--- src/rtl/noc_output_arbiter.sv ---
// Round-robin, packet-locked arbiter for one router output port.
// Grants one input queue, pops its flits through a registered link until the tail, with a stall watchdog.

module noc_arb_lane #(
  parameter int DATA_W = 16
) (
  input  logic              gnt,
  input  logic              valid,
  input  logic              ready,
  input  logic [DATA_W-1:0] data,
  output logic              pop,
  output logic [DATA_W-1:0] sel_data
);
  assign pop      = gnt & valid & ready;
  assign sel_data = pop ? data : '0;
endmodule

module noc_output_arbiter #(
  parameter int NUM_PORTS = 5,
  parameter int DATA_W    = 16,
  parameter int TAIL_BIT  = 15,
  parameter int TIMEOUT   = 64
) (
  input  logic                        clk,
  input  logic                        rst,
  input  logic [NUM_PORTS-1:0]        req_i,
  input  logic [NUM_PORTS-1:0]        valid_i,
  input  logic [NUM_PORTS*DATA_W-1:0] data_i,
  input  logic                        out_ready_i,
  output logic [NUM_PORTS-1:0]        pop_o,
  output logic [NUM_PORTS-1:0]        gnt_o,
  output logic [DATA_W-1:0]           data_o,
  output logic                        valid_o,
  output logic                        timeout_o
);
  localparam int PW  = (NUM_PORTS > 1) ? $clog2(NUM_PORTS) : 1;
  localparam int WCW = $clog2(TIMEOUT);

  typedef enum logic {IDLE, LOCKED} state_t;

  state_t                          state;
  logic [PW-1:0]                   ptr;
  logic [WCW-1:0]                  wcnt;
  logic [NUM_PORTS-1:0][DATA_W-1:0] lane_data;
  logic [DATA_W-1:0]               pop_data;
  logic                            pop_any;
  logic [PW-1:0]                   win_idx;
  logic [PW-1:0]                   own_idx;
  logic [PW-1:0]                   nxt_ptr;

  // gnt_o is all-zero outside LOCKED, so the lanes need no state qualifier.
  for (genvar i = 0; i < NUM_PORTS; i++) begin : g_lane
    noc_arb_lane #(.DATA_W(DATA_W)) u_lane (
      .gnt      (gnt_o[i]),
      .valid    (valid_i[i]),
      .ready    (out_ready_i),
      .data     (data_i[i*DATA_W +: DATA_W]),
      .pop      (pop_o[i]),
      .sel_data (lane_data[i])
    );
  end

  always_comb begin
    pop_data = '0;
    for (int i = 0; i < NUM_PORTS; i++) pop_data = pop_data | lane_data[i];
  end

  assign pop_any = |pop_o;

  always_comb begin
    int   idx;
    logic found;
    win_idx = '0;
    found   = 1'b0;
    idx     = 0;
    for (int i = 0; i < NUM_PORTS; i++) begin
      idx = (int'(ptr) + i) % NUM_PORTS;
      if (!found && req_i[idx]) begin
        found   = 1'b1;
        win_idx = PW'(idx);
      end
    end
  end

  always_comb begin
    own_idx = '0;
    for (int i = 0; i < NUM_PORTS; i++)
      if (gnt_o[i]) own_idx = PW'(i);
  end

  assign nxt_ptr = (own_idx == PW'(NUM_PORTS-1)) ? '0 : own_idx + PW'(1);

  always_ff @(posedge clk) begin
    if (!rst) begin
      state     <= IDLE;
      gnt_o     <= '0;
      data_o    <= '0;
      valid_o   <= 1'b0;
      timeout_o <= 1'b0;
      ptr       <= '0;
      wcnt      <= '0;
    end else begin
      timeout_o <= 1'b0;
      valid_o   <= pop_any;
      if (pop_any) data_o <= pop_data;
      case (state)
        IDLE: begin
          if (|req_i) begin
            gnt_o <= NUM_PORTS'(1) << win_idx;
            state <= LOCKED;
            wcnt  <= '0;
          end
        end
        LOCKED: begin
          if (pop_any) begin
            wcnt <= '0;
            if (pop_data[TAIL_BIT]) begin
              state <= IDLE;
              gnt_o <= '0;
              ptr   <= nxt_ptr;
            end
          end else if (wcnt == WCW'(TIMEOUT-1)) begin
            // a stalled owner loses the link; a same-cycle pop takes priority above
            state     <= IDLE;
            gnt_o     <= '0;
            ptr       <= nxt_ptr;
            timeout_o <= 1'b1;
          end else begin
            wcnt <= wcnt + WCW'(1);
          end
        end
        default: state <= IDLE;
      endcase
    end
  end
endmodule

--- config.mk ---
export PLATFORM = sky130hd
export DESIGN_NAME = noc_output_arbiter
export DESIGN_NICKNAME = d
export VERILOG_FILES = /design/src/rtl/noc_output_arbiter.sv
export SDC_FILE = /design/constraint.sdc
export NUM_CORES = 1
export LEC_CHECK = 0
export CAP_MARGIN = 10
export CELL_PAD_IN_SITES_DETAIL_PLACEMENT = 2
export CELL_PAD_IN_SITES_GLOBAL_PLACEMENT = 2
export CORE_AREA = 5 5 119 121
export DETAILED_ROUTE_END_ITERATION = 8
export DIE_AREA = 0 0 124 126
export PLACE_DENSITY_LB_ADDON = 0.2
export RECOVER_POWER = 100
export SLEW_MARGIN = 10
export SYNTH_ARGS = -nofsm -noshare
export SYNTH_HDL_FRONTEND = slang
export SYNTH_SLANG_ARGS = --single-unit
--- constraint.sdc ---
create_clock -name clk -period 10 [get_ports clk]
set_input_delay 1.5 -clock clk [delete_from_list [all_inputs] [get_ports clk]]
set_output_delay 1.5 -clock clk [all_outputs]
set_load 0.02 [all_outputs]
## After elaboration in Yosys (flattened, before gate mapping)

Cells that the tools add are included.

| operators by class | value |
|---|---|
| add/sub/neg operators | 6 |
| divide/modulo/power cells | 5 |
| magnitude comparators | 5 |
| equality and inequality tests | 7 |
| shift operators | 1 |
| mux-type cells | 52 |
| bitwise logic cells | 16 |
| reductions and logical operators | 15 |

Operators by type and width:

| cell | number |
|---|---|
| 32-bit by 5-bit less-than comparator with 1-bit output, second input constant | 5 |
| 32-bit by 4-bit modulo with 32-bit output, second input constant | 4 |
| 16-bit two-way mux | 5 |
| 16-bit OR | 4 |
| 3-bit two-way mux | 12 |
| 4-bit by 4-bit modulo with 32-bit output, second input constant | 1 |
| 1-bit two-way mux | 20 |
| 5-bit two-way mux | 4 |
| 6-bit two-way mux | 3 |
| 1-bit binary-select mux with 3-bit select | 5 |
| 6-bit one-hot mux with 2 select lines | 1 |
| 1-bit AND | 10 |
| 5-bit one-hot mux with 2 select lines | 1 |
| 5-bit OR reduction | 2 |
| 3-bit by 2-bit adder with 4-bit output, second input constant | 2 |
| 7-bit OR reduction | 1 |
| 6-bit by 1-bit adder with 6-bit output, second input constant | 1 |
| 6-bit equality test, second input constant | 1 |
| 3-bit inequality test, second input constant | 2 |
| 3-bit AND reduction | 2 |
| 1-bit by 3-bit left shift with 5-bit output, first input constant | 1 |
| 3-bit by 1-bit adder with 4-bit output, second input constant | 1 |
| 3-bit by 3-bit adder with 4-bit output, second input constant | 1 |
| 1-bit logical AND | 4 |
| other kinds (9) | 14 |

| word-level totals | value |
|---|---|
| register bits | 33 |
| bits of input ports | 93 |
| output and inout bits | 28 |
| logic and storage cells | 114 |

## Longest topological paths before layout

Gate-level depths: netlist of the first run.

| depth | value |
|---|---|
| depth after elaboration | 20 |
| mapped depth | 20 |
| mapped depth without buffers | 18 |

## Modules after synthesis

From an unflattened synthesis of the first run, not the netlist that was laid out.

| second synthesis, totals | value |
|---|---|
| cell total of the unflattened synthesis | 540 |
| area total of the unflattened synthesis | 4067.7 µm² |

Modules (own cells, without submodules):

| module | times used | cells each | area each (µm²) |
|---|---|---|---|
| noc_output_arbiter | 1 | 440 | 3260.6 |
| noc_arb_lane | 5 | 20 | 161.4 |

## Worst setup path before layout of the first run

No wires, ideal clock.

| timing path | value |
|---|---|
| kind | register to register |
| from | reg ptr[1] |
| to | reg gnt_o[2] |
| library setup time | 0.117 ns |
| arrival | 4.411 ns |
| path slack | 5.471 ns |
| cell stages (with the launch flop) | 19 |
| cells stage by stage | dfxtp_1 -> clkbuf_1 -> inv_1 -> ha_1 -> buf_4 -> xnor2_4 -> inv_2 -> ha_1 -> or2_2 -> o211ai_1 -> nand2_1 -> ha_1 -> mux4_2 -> a31oi_1 -> o32a_1 -> a31oi_1 -> a21o_1 -> a31o_2 -> a32o_1 |

| between the ends | value |
|---|---|
| longest elaborated chain between the ends | 20 |
| elaborated cells on any way between the ends | 44 |
| classes of those cells | 4 x add/sub; 5 x div; 1 x shift; 26 x mux; 8 x reduce/logical |

Ends and longest elaborated chain:

| element | line | text |
|---|---|---|
| start: declaration | 42 | `logic [PW-1:0] ptr;` |
| start signal: assignment | 120 | `ptr <= nxt_ptr;` |
| start signal: assignment | 126 | `ptr <= nxt_ptr;` |
| branches (longest 16 deep; another with 32-bit by 4-bit modulo with 32-bit output) | - |  |
| 3-bit two-way mux * | 78 | `if (!found && req_i[idx]) begin` |
| 1-bit by 3-bit left shift with 5-bit output * | 109 | `gnt_o <= NUM_PORTS'(1) << win_idx;` |
| 5-bit two-way mux * | 108 | `if (\|req_i) begin` |
| 5-bit one-hot mux with 2 select lines * | 106 | `case (state)` |
| end signal: assignment | 109 |  |
| end: declaration | 31 | `output logic [NUM_PORTS-1:0] gnt_o,` |

Mark *: on every way between the ends. The select of a mux whose other input is x is not followed.
A chain may end at the register's enable or synchronous reset.

## Worst setup path after layout of the first run

| timing path | value |
|---|---|
| from | reg ptr[1] |
| to | reg gnt_o[1] |

The elaborated chain is that of the path after synthesis.

==> qor.csv, run 1 <==
metric,value,unit
Worst Hold Class,reg2reg,
CP bufs+invs,2,
Crit Reg-Reg Startpoint,ptr[1]$_SDFFE_PN0P_,
diodes inserted,0,
"Clk Latency, worst-skew pair",290,ps
Synth Area in Compound Gates,0.341,
total core area,13000,sq um
Crit path required time,10190,ps
worst r2r dst,gnt_o[1]$_SDFFE_PN0P_,
global route overflow,0,
Die H,126,um
Critical Path Sink Type,flip-flop,
area of the multi-input gates,2450,sq um
synth warn,0,
Pre-antenna DRT Iters,5,
antenna violations before repair,0,
vias in the first global route,4201,
Layout area overhead,42.0,%
CTS tree,done,
DRC viols,0,
Starting Density,0.262,
"delay-heaviest family, CP",compound AO/OA/AOI/OAI gates,
crit path time final,5400,ps
final setup fails,0,
XOR/XNOR Fraction of Synth Area,0.0335,
drt via density,5.52,
"FFs w/ async S/R, synth",0,
status,"finished, final reports clean",
largest net degree at the start of global routing,35,
hpwl dp,11.5,mm
first-pass GRT wire length,23.5,mm
chip width,124,um
num rows,42,
H-tree depth,2,
relative slew slack,0.303,
CTS sink count,33,
mean post-synth cell area,8.06,sq um
most frequent cells in the layout,"91 x clkdlybuf4s50_1, 33 x dfxtp_1, 32 x nand2_1",
Critical-path top delay cell,ha_1,
clk root buf,clkbuf_16,
postcts setup bufs,0,
Max-cap violations,0,
"EDFF count, synth",0,
routability cong.,0.808,
reg2reg setup slack,4600,ps
Crit Path Class,reg2reg,
adder-cell share of the synthesized area,0.0930,
IO Pins,121,
number of hold buffers added after cts,0,
clock buffer depth,2,
CP Launch Point,ptr[1]$_SDFFE_PN0P_,
final count of hold timing violations,0,
routed via count,3823,
"Slew Viols, Final",0,
cells on worst reg2reg path,15,
final setup TNS,0,ps
PD cells,108,nW/um^2
"slowest stage delay, CP",790,ps
die area,15600,sq um
Slew @ Worst Pin,1040,ps
Worst path most repeated cell,ha_1,
fin crit share,0.540,
largest family of logic cells by synthesized area,compound AO/OA/AOI/OAI gates,
"Core Util, Final",0.372,
mux contribution to synthesized area,0.0636,
share of cells above drive strength 1,0.0659,
FF/Latch Area,661,sq um
sequential fraction of the synthesis area,0.194,
crit path DAT,5590,ps
worst setup path end,gnt_o[1]$_SDFFE_PN0P_,
Worst Path Max Fanout,21,
post-route ant nets,0,
total CTS buffers,5,
Leakage,0.00182,uW
"Critical Path, Cell by Cell",inv_1 -> ha_1 -> inv_1 -> ha_1 -> or2_2 -> o211ai_1 -> nand2_1 -> ha_1 -> mux4_2 -> a31oi_1 -> o32a_1 -> a31oi_1 -> a21o_1 -> a32o_1 -> o31ai_1,
RSZ-0062 raised after global routing,no,
mapped cell area,3400,sq um
clk_skew,4.94,ps
Post-Syn Instances,422,
Fillers,1495,
nature of the critical path startpoint,flip-flop,
Post-Synth Simple-Gate Area,0.189,
f_max,0.185,GHz
Synth Net Count,538,
number of distinct library cells after synthesis,76,
total track usage,0.191,
port bufs,120,
initial drt markers,286,
ys flop type,dfxtp_1,
WL/cell,21.4,um
CTS resizes,0,
register bit count reported by yosys,33,
Levels on crit path,15,
final WL,14.8,mm
"most common cell after layout, fill and taps aside",clkdlybuf4s50_1,
Max IR drop VDD,0.0000600,V
"Reg clk slew, reported paths",60,ps
nets,631,
## kinds of logic after synthesis
| group | after synthesis |
|---|---|
| adders and majority gates | 25 |
| AOI/OAI and AO/OA | 150 |
| muxes | 19 |
| and+or+nand+nor | 124 |
| xor gates and xnor gates | 10 |
| buffers and inverters | 61 |
| DFF | 33 |
## Yosys cell counts, types with 2 or more instances
| master | instances | area [sq um] |
|---|---|---|
| a21oi_1 | 14 | 70.1 |
| nand4_1 | 3 | 18.8 |
| a21o_1 | 4 | 30.0 |
| a31o_2 | 2 | 17.5 |
| clkbuf_1 | 18 | 67.6 |
| a2111oi_0 | 3 | 26.3 |
| nand3_1 | 10 | 50.1 |
| and4_1 | 3 | 26.3 |
| buf_4 | 13 | 97.6 |
| xor2_1 | 3 | 26.3 |
| a211oi_1 | 8 | 60.1 |
| or2_2 | 3 | 18.8 |
| nand2b_1 | 4 | 25.0 |
| inv_1 | 19 | 71.3 |
| o31ai_1 | 4 | 30.0 |
| o2111ai_1 | 2 | 17.5 |
| mux4_2 | 2 | 45.0 |
| a311oi_1 | 2 | 17.5 |
| o221ai_1 | 3 | 26.3 |
| o32ai_1 | 2 | 17.5 |
| nand3b_1 | 2 | 15.0 |
| a211o_1 | 2 | 17.5 |
| a31oi_1 | 26 | 163 |
| and3_1 | 8 | 50.1 |
| xnor2_1 | 5 | 43.8 |
| dfxtp_1 | 33 | 661 |
| nand2_1 | 32 | 120 |
| a32o_1 | 4 | 40.0 |
| ha_1 | 22 | 275 |
| buf_1 | 3 | 11.3 |
| o21ai_0 | 21 | 105 |
| buf_2 | 5 | 25.0 |
| nor3_1 | 7 | 35.0 |
| a22oi_1 | 18 | 135 |
| a222oi_1 | 16 | 160 |
| mux2i_1 | 16 | 160 |
| nor2_1 | 31 | 116 |
| and2_1 | 4 | 25.0 |
| nor3b_1 | 3 | 22.5 |
| nor2b_1 | 5 | 31.3 |
| a32oi_1 | 2 | 17.5 |
## through the flow
| step | cells | worst slack [ps] | hold slack [ps] | total power [uW] | area (sq um) |
|---|---|---|---|---|---|
| floorplan | 422 | 5470 | 423 | 255 | 3400 |
| global placement | 684 | 4850 | 446 | 332 | 4660 |
| detailed placement | 684 | 4660 | 459 | 337 | 4660 |
| CTS | 692 | 4610 | 468 | 532 | 4840 |
| global route | 692 | 4100 | 494 | 549 | 4830 |
| finish | 692 | 4600 | 458 | 520 | 4830 |
## power by group
part / internal [uW] / total, uW / switching (uW)
registers: 141 / 148 / 7.41
clock network: 124 / 189 / 64.2
logic: 86.2 / 183 / 96.9
total: 352 / 520 / 169
## per-layer routing
layer	share of wire	track usage	wire length, um
met1	0.43	0.252	6400
met2	0.52	0.329	7650
met4	0.016	0.0432	235
met3	0.035	0.0238	523
met5	0	0	0
## flip-flops by register name, summed over array words and instances (netlist names)
name / flops
data_o: 16
wcnt: 6
gnt_o: 5
ptr: 3
state: 1
timeout_o: 1
valid_o: 1
## worst register-to-register path: cells and delay by family, from the launching register on
| family | cells | cell delay (ps) |
|---|---|---|
| multiplexers | 1 | 500 |
| buffers and inverters | 2 | 510 |
| AO/OA/AOI/OAI | 7 | 1770 |
| adder cells (fa/ha/maj) | 3 | 1470 |
| AND/OR/NAND/NOR | 2 | 460 |
| flip-flops | 1 | 610 |
## how the worst min path moves through the flow
stage | depth (start not counted) | end | slack (ps) | from
after floorplan | 1 | wcnt[5]$_SDFFE_PN0P_ | 420 | wcnt[5]$_SDFFE_PN0P_
after global placement | 1 | wcnt[5]$_SDFFE_PN0P_ | 450 | wcnt[5]$_SDFFE_PN0P_
after detailed placement | 1 | wcnt[5]$_SDFFE_PN0P_ | 460 | wcnt[5]$_SDFFE_PN0P_
after CTS | 1 | wcnt[5]$_SDFFE_PN0P_ | 470 | wcnt[5]$_SDFFE_PN0P_
after global routing | 1 | wcnt[5]$_SDFFE_PN0P_ | 490 | wcnt[5]$_SDFFE_PN0P_
final | 1 | wcnt[5]$_SDFFE_PN0P_ | 460 | wcnt[5]$_SDFFE_PN0P_
## cell type report
| cell class | count | area share |
|---|---|---|
| multi-input combinational | 328 | 0.507 |
| timing repair buffer | 127 | 0.259 |
| sequential | 33 | 0.137 |
| tap | 176 | 0.0456 |
| clock buffer | 6 | 0.0287 |
| inverter | 20 | 0.0155 |
| clock inverter | 2 | 0.00777 |
(Power assumes the default switching activity.)
==> run 2, diff against run 1 <==
Settings changed: CORE_AREA 5 5 119 121 to 5 5 128 130, DIE_AREA 0 0 124 126 to 0 0 133 135.
Clock period 10 ns to 4.44 ns, I/O delays scaled along.
==> qor.csv, run 2 (same netlist as run 1, synthesis figures left out) <==
metric,value,unit,change
Starting Density,0.226,,was 0.262
top flop regs,"data_o: 16 flops, wcnt: 6 flops, gnt_o: 5 flops",,unchanged
Crit path required time,4610,ps,was 10190 ps
max reg flops,16,,unchanged
routed via count,3885,,was 3823
Final Cell Area,5030,sq um,was 4830 sq um
chip width,133,um,was 124 um
Biggest register,data_o,,unchanged
global route overflow,0,,unchanged
status,"finished, final reports clean",,unchanged
clk root buf,clkbuf_16,,unchanged
Max-cap violations,0,,unchanged
WL/cell,20.3,um,was 21.4 um
GR Util met1,0.200,,was 0.252
f_max,0.235,GHz,was 0.185 GHz
DRC viols,0,,unchanged
most frequent cells in the layout,"91 x clkdlybuf4s50_1, 32 x dfxtp_1, 31 x nand2_1, 31 x nor2_1, 29 x dlygate4sd3_1",,"was 91 x clkdlybuf4s50_1, 33 x dfxtp_1, 32 x nand2_1"
"Reg clk slew, reported paths",60,ps,about the same
"Slew Viols, Final",0,,unchanged
total CTS buffers,5,,unchanged
"Clk Latency, worst-skew pair",280,ps,was 290 ps
Power Total,1170,uW,was 520 uW
die area,18000,sq um,was 15600 sq um
Slew @ Worst Pin,871,ps,was 1040 ps
total core area,15000,sq um,was 13000 sq um
Die H,135,um,was 126 um
nature of the critical path startpoint,flip-flop,,unchanged
Max IR drop VDD,0.000210,V,was 0.0000600 V
Layout Cells excl Fill,724,,was 692
post-route ant nets,0,,unchanged
num rows,45,,was 42
final WL,14.7,mm,was 14.8 mm
diodes inserted,0,,unchanged
relative slew slack,0.419,,was 0.303
switching part of the total,0.324,,about the same
PD cells,232,nW/um^2,was 108 nW/um^2
Comb pwr share,0.368,,was 0.352
CTS tree,done,,unchanged
clock group share of total power,0.347,,was 0.363
crit path time final,4250,ps,was 5400 ps
share of cells above drive strength 1,0.114,,was 0.0659
P_int,790,uW,was 352 uW
Worst Path Max Fanout,5,,was 21
vias in the first global route,4237,,was 4201
first-pass GRT wire length,22.9,mm,was 23.5 mm
placed inst area,4780,sq um,was 4660 sq um
hpwl dp,11.8,mm,was 11.5 mm
met2 Use GR,0.286,,was 0.329
drt via density,5.37,,was 5.52
largest net degree at the start of global routing,35,,unchanged
fin crit share,0.958,,was 0.540
"Core Util, Final",0.335,,was 0.372
clock buffer depth,2,,unchanged
initial drt markers,179,,was 286
register share of total power,0.285,,about the same
Layout area overhead,47.9,%,was 42.0%
routability cong.,0.836,,was 0.808
reg2reg setup slack,190,ps,was 4600 ps
"most common cell after layout, fill and taps aside",clkdlybuf4s50_1,,unchanged
clk_skew,8.14,ps,was 4.94 ps
crit path DAT,4420,ps,was 5590 ps
number of hold buffers added after cts,0,,unchanged
busiest grt layer,met2,,unchanged
nets,651,,was 631
dpl cells,710,,was 684
final count of hold timing violations,0,,unchanged
Leakage,0.00192,uW,was 0.00182 uW
Worst Hold Class,reg2reg,,unchanged
Crit Path Class,reg2reg,,unchanged
total track usage,0.157,,was 0.191
Pre-antenna DRT Iters,6,,was 5
antenna violations before repair,0,,unchanged
final setup fails,0,,unchanged
GR Util met3,0.0276,,was 0.0238
IO Pins,121,,unchanged
CTS sink count,33,,unchanged
port bufs,120,,unchanged
Critical Path Sink Type,flip-flop,,unchanged
H-tree depth,2,,unchanged
switching power,378,uW,was 169 uW
==> run 2: cell count changes in the layout (fill, tap and decap cells not counted), sizes merged <==
cell,delta
buf,+20
clkbuf,-1
clkinv,+1
==> run 2: routing by layer <==
metal	wire, um	vias up
met5	0	-
met2	7500	88
met1	6490	1933
met4	136	0
met3	600	13
li1	-	1851
==> run 2: final timing paths <==
check                       startpoint                    end  cells past startpoint
setup / recovery   ptr[1]$_SDFFE_PN0P_  gnt_o[2]$_SDFFE_PN0P_                     16
setup reg to reg   ptr[1]$_SDFFE_PN0P_  gnt_o[2]$_SDFFE_PN0P_                     16
hold reg to reg   wcnt[5]$_SDFFE_PN0P_   wcnt[5]$_SDFFE_PN0P_                      1
hold / removal    wcnt[5]$_SDFFE_PN0P_   wcnt[5]$_SDFFE_PN0P_                      1
==> run 2: per-stage QoR <==
stage,hold WS (ps),setup TNS [ps],setup slack [ps]
global placement,450,0,133
CTS,471,0,32.9
detailed placement,460,0,51.4
floorplan,423,0,13.0
finish,469,0,187
global route,504,-33.9,-18.5
==> run 2: critical path, cell delays in order (launching register included) <==
cell and delay (ps):
dfxtp_1 360, inv_1 70, ha_1 260, xnor2_4 190, inv_2 100, ha_1 210, or2_2 300, o211ai_1 320
nand2_2 150, ha_4 320, mux4_2 500, a31oi_2 220, o32a_1 300, a31oi_1 120, a21o_1 210, a31o_2 260
a32o_1 250
==> run 2: layout make-up <==
type | count | area, sq um
Fill cell | 1723 | 10000
Multi-Input combinational cell | 328 | 2480
Clock buffer | 5 | 125
Clock inverter | 3 | 46.3
Sequential cell | 33 | 664
Inverter | 20 | 75.1
Timing Repair Buffer | 147 | 1400
Tap cell | 188 | 235
==> run 2: what timing repair did <==
item / 4_1_cts / 5_1_grt
setup buffers: 0 / 6
gates resized for setup: 0 / 11
setup endpoints to repair: 0 / 4
==> run 2: power groups by stage <==
stage | logic (uW) | clock network [uW] | registers [uW]
floorplan | 221 | 0 | 353
global placement | 417 | 0 | 340
detailed placement | 427 | 0 | 341
CTS | 430 | 419 | 335
global route | 467 | 434 | 336
finish | 430 | 405 | 333
==> run 3, diff against run 2 <==
Settings changed: GPL_TIMING_DRIVEN set to 0.
==> qor.csv, run 3 (same netlist as run 1, synthesis figures left out) <==
metric,value,unit,change
status,"finished, final reports clean",,unchanged
most frequent cells in the layout,"89 x clkdlybuf4s50_1, 53 x buf_4, 31 x nor2_1",,"was 91 x clkdlybuf4s50_1, 32 x dfxtp_1, 31 x nand2_1, 31 x nor2_1, 29 x dlygate4sd3_1"
Slew @ Worst Pin,938,ps,was 871 ps
CP bufs+invs,4,,was 2
final setup fails,0,,unchanged
f_max,0.229,GHz,was 0.235 GHz
Leakage,0.00216,uW,was 0.00192 uW
initial drt markers,265,,was 179
clock buffer depth,2,,unchanged
crit path time final,4380,ps,was 4250 ps
Pre-antenna DRT Iters,6,,unchanged
num rows,45,,unchanged
Layout area overhead,64.6,%,was 47.9%
"Clk Latency, worst-skew pair",280,ps,about the same
diodes inserted,0,,unchanged
WL/cell,21.4,um,was 20.3 um
first-pass GRT wire length,25.1,mm,was 22.9 mm
fin crit share,0.985,,was 0.958
port bufs,118,,was 120
die area,18000,sq um,unchanged
Max IR drop VDD,0.000119,V,was 0.000210 V
max reg flops,16,,unchanged
placed inst area,4820,sq um,was 4780 sq um
Worst Path Max Fanout,5,,unchanged
Max-cap violations,0,,unchanged
IO Pins,121,,unchanged
Worst Hold Class,reg2reg,,unchanged
Biggest register,data_o,,unchanged
relative slew slack,0.373,,was 0.419
clk root buf,clkbuf_16,,unchanged
post-route ant nets,0,,unchanged
largest net degree at the start of global routing,12,,was 35
busiest grt layer,met2,,unchanged
clk_skew,3.99,ps,was 8.14 ps
antenna violations before repair,0,,unchanged
global route overflow,0,,unchanged
routed via count,4151,,was 3885
CTS tree,done,,unchanged
Critical-path top delay cell,or4bb_1,,was mux4_2
Starting Density,0.226,,unchanged
met2 Use GR,0.313,,was 0.286
H-tree depth,2,,unchanged
final WL,16.6,mm,was 14.7 mm
nature of the critical path startpoint,flip-flop,,unchanged
total CTS buffers,5,,unchanged
Crit Path Class,reg2reg,,unchanged
"Critical Path, Cell by Cell",clkbuf_16 -> clkinvlp_4 -> buf_4 -> ha_1 -> a21oi_4 -> inv_1 -> ha_1 -> or4bb_1 -> o311ai_4 -> a211oi_1 -> or2_1 -> o32a_1 -> a2111o_1 -> a31o_4 -> a32o_1,,was inv_1 -> ha_1 -> xnor2_4 -> inv_2 -> ha_1 -> or2_2 -> o211ai_1 -> nand2_2 -> ha_4 -> mux4_2 -> a31oi_2 -> o32a_1 -> a31oi_1 -> a21o_1 -> a31o_2 -> a32o_1
PD cells,224,nW/um^2,was 232 nW/um^2
Worst path most repeated cell,ha_1,,unchanged
Die H,135,um,unchanged
"Slew Viols, Final",0,,unchanged
crit path DAT,4550,ps,was 4420 ps
GR Util met3,0.0324,,was 0.0276
GR Util met1,0.212,,was 0.200
Crit path required time,4620,ps,was 4610 ps
final count of hold timing violations,0,,unchanged
"most common cell after layout, fill and taps aside",clkdlybuf4s50_1,,unchanged
Critical Path Sink Type,flip-flop,,unchanged
"Reg clk slew, reported paths",60,ps,about the same
routability cong.,0.807,,was 0.836
Final Cell Area,5600,sq um,was 5030 sq um
chip width,133,um,unchanged
vias in the first global route,4610,,was 4237
CTS sink count,33,,unchanged
total track usage,0.173,,was 0.157
share of cells above drive strength 1,0.213,,was 0.114
top flop regs,"data_o: 16 flops, wcnt: 6 flops, gnt_o: 5 flops",,unchanged
hpwl dp,12.5,mm,was 11.8 mm
total core area,15000,sq um,unchanged
nets,702,,was 651
"delay-heaviest family, CP",compound AO/OA/AOI/OAI gates,,unchanged
"slowest stage delay, CP",530,ps,was 500 ps
final setup TNS,0,ps,unchanged
drt via density,5.36,,was 5.37
DRC viols,0,,unchanged
## run 3: power by group
group	internal [uW]	leakage (uW)	switching, uW
Sequential	316	0.000270	17.0
Combinational	250	0.00181	256
Clock	280	0.0000841	136
Total	847	0.00216	409
## run 3: metal layers
metal | part of all wire | vias to the layer above | routed length [um]
met5 | 0 | - | 0
met4 | 0.017 | 0 | 289
met3 | 0.036 | 23 | 593
met2 | 0.52 | 86 | 8690
met1 | 0.42 | 2086 | 6990
li1 | - | 1956 | -
## run 3: through the flow
stage	util	hold WS (ps)	power (uW)	std cells	setup slack, ps
after floorplan	-	423	574	422	13.0
after global placement	0.321	445	762	728	-860
after detailed placement	0.321	452	775	728	-974
after CTS	0.356	477	1240	759	-17.1
after global routing	0.373	502	1320	775	-80.3
final	0.373	474	1260	775	64.8
## run 3: final timing paths
path	startpoint	end	slack, ps	depth (start not counted)
worst min register to register	wcnt[5]$_SDFFE_PN0P_	wcnt[5]$_SDFFE_PN0P_	470	1
worst max-delay path	ptr[1]$_SDFFE_PN0P_	gnt_o[3]$_SDFFE_PN0P_	60	15
worst max register to register	ptr[1]$_SDFFE_PN0P_	gnt_o[3]$_SDFFE_PN0P_	60	15
worst min-delay path	wcnt[5]$_SDFFE_PN0P_	wcnt[5]$_SDFFE_PN0P_	470	1
## run 3: repair_timing
item                       4_1_cts  5_1_grt
hold buffers                     0        0
pin swaps                       12       26
setup endpoints to repair        5        5
gates resized for setup         37       33
gates cloned                     0        0
buffers inserted                26       18
## run 3: area by class of cell
cell class	instances	area [sq um]
Buffer	37	239
Clock buffer	7	143
Clock inverter	1	30.0
Fill cell	1654	9430
Inverter	20	86.3
Multi-Input combinational cell	328	2700
Sequential cell	33	672
Tap cell	188	235
Timing Repair Buffer	161	1500
## run 3: worst reg2reg max path: cells and delay by family, from the launching register on
kind                       cells  cell delay, ps
AOI/OAI and AO/OA              7            1820
adders and majority gates      2             600
buffers and inverters          4             660
DFF                            1             350
and+or+nand+nor                2             840
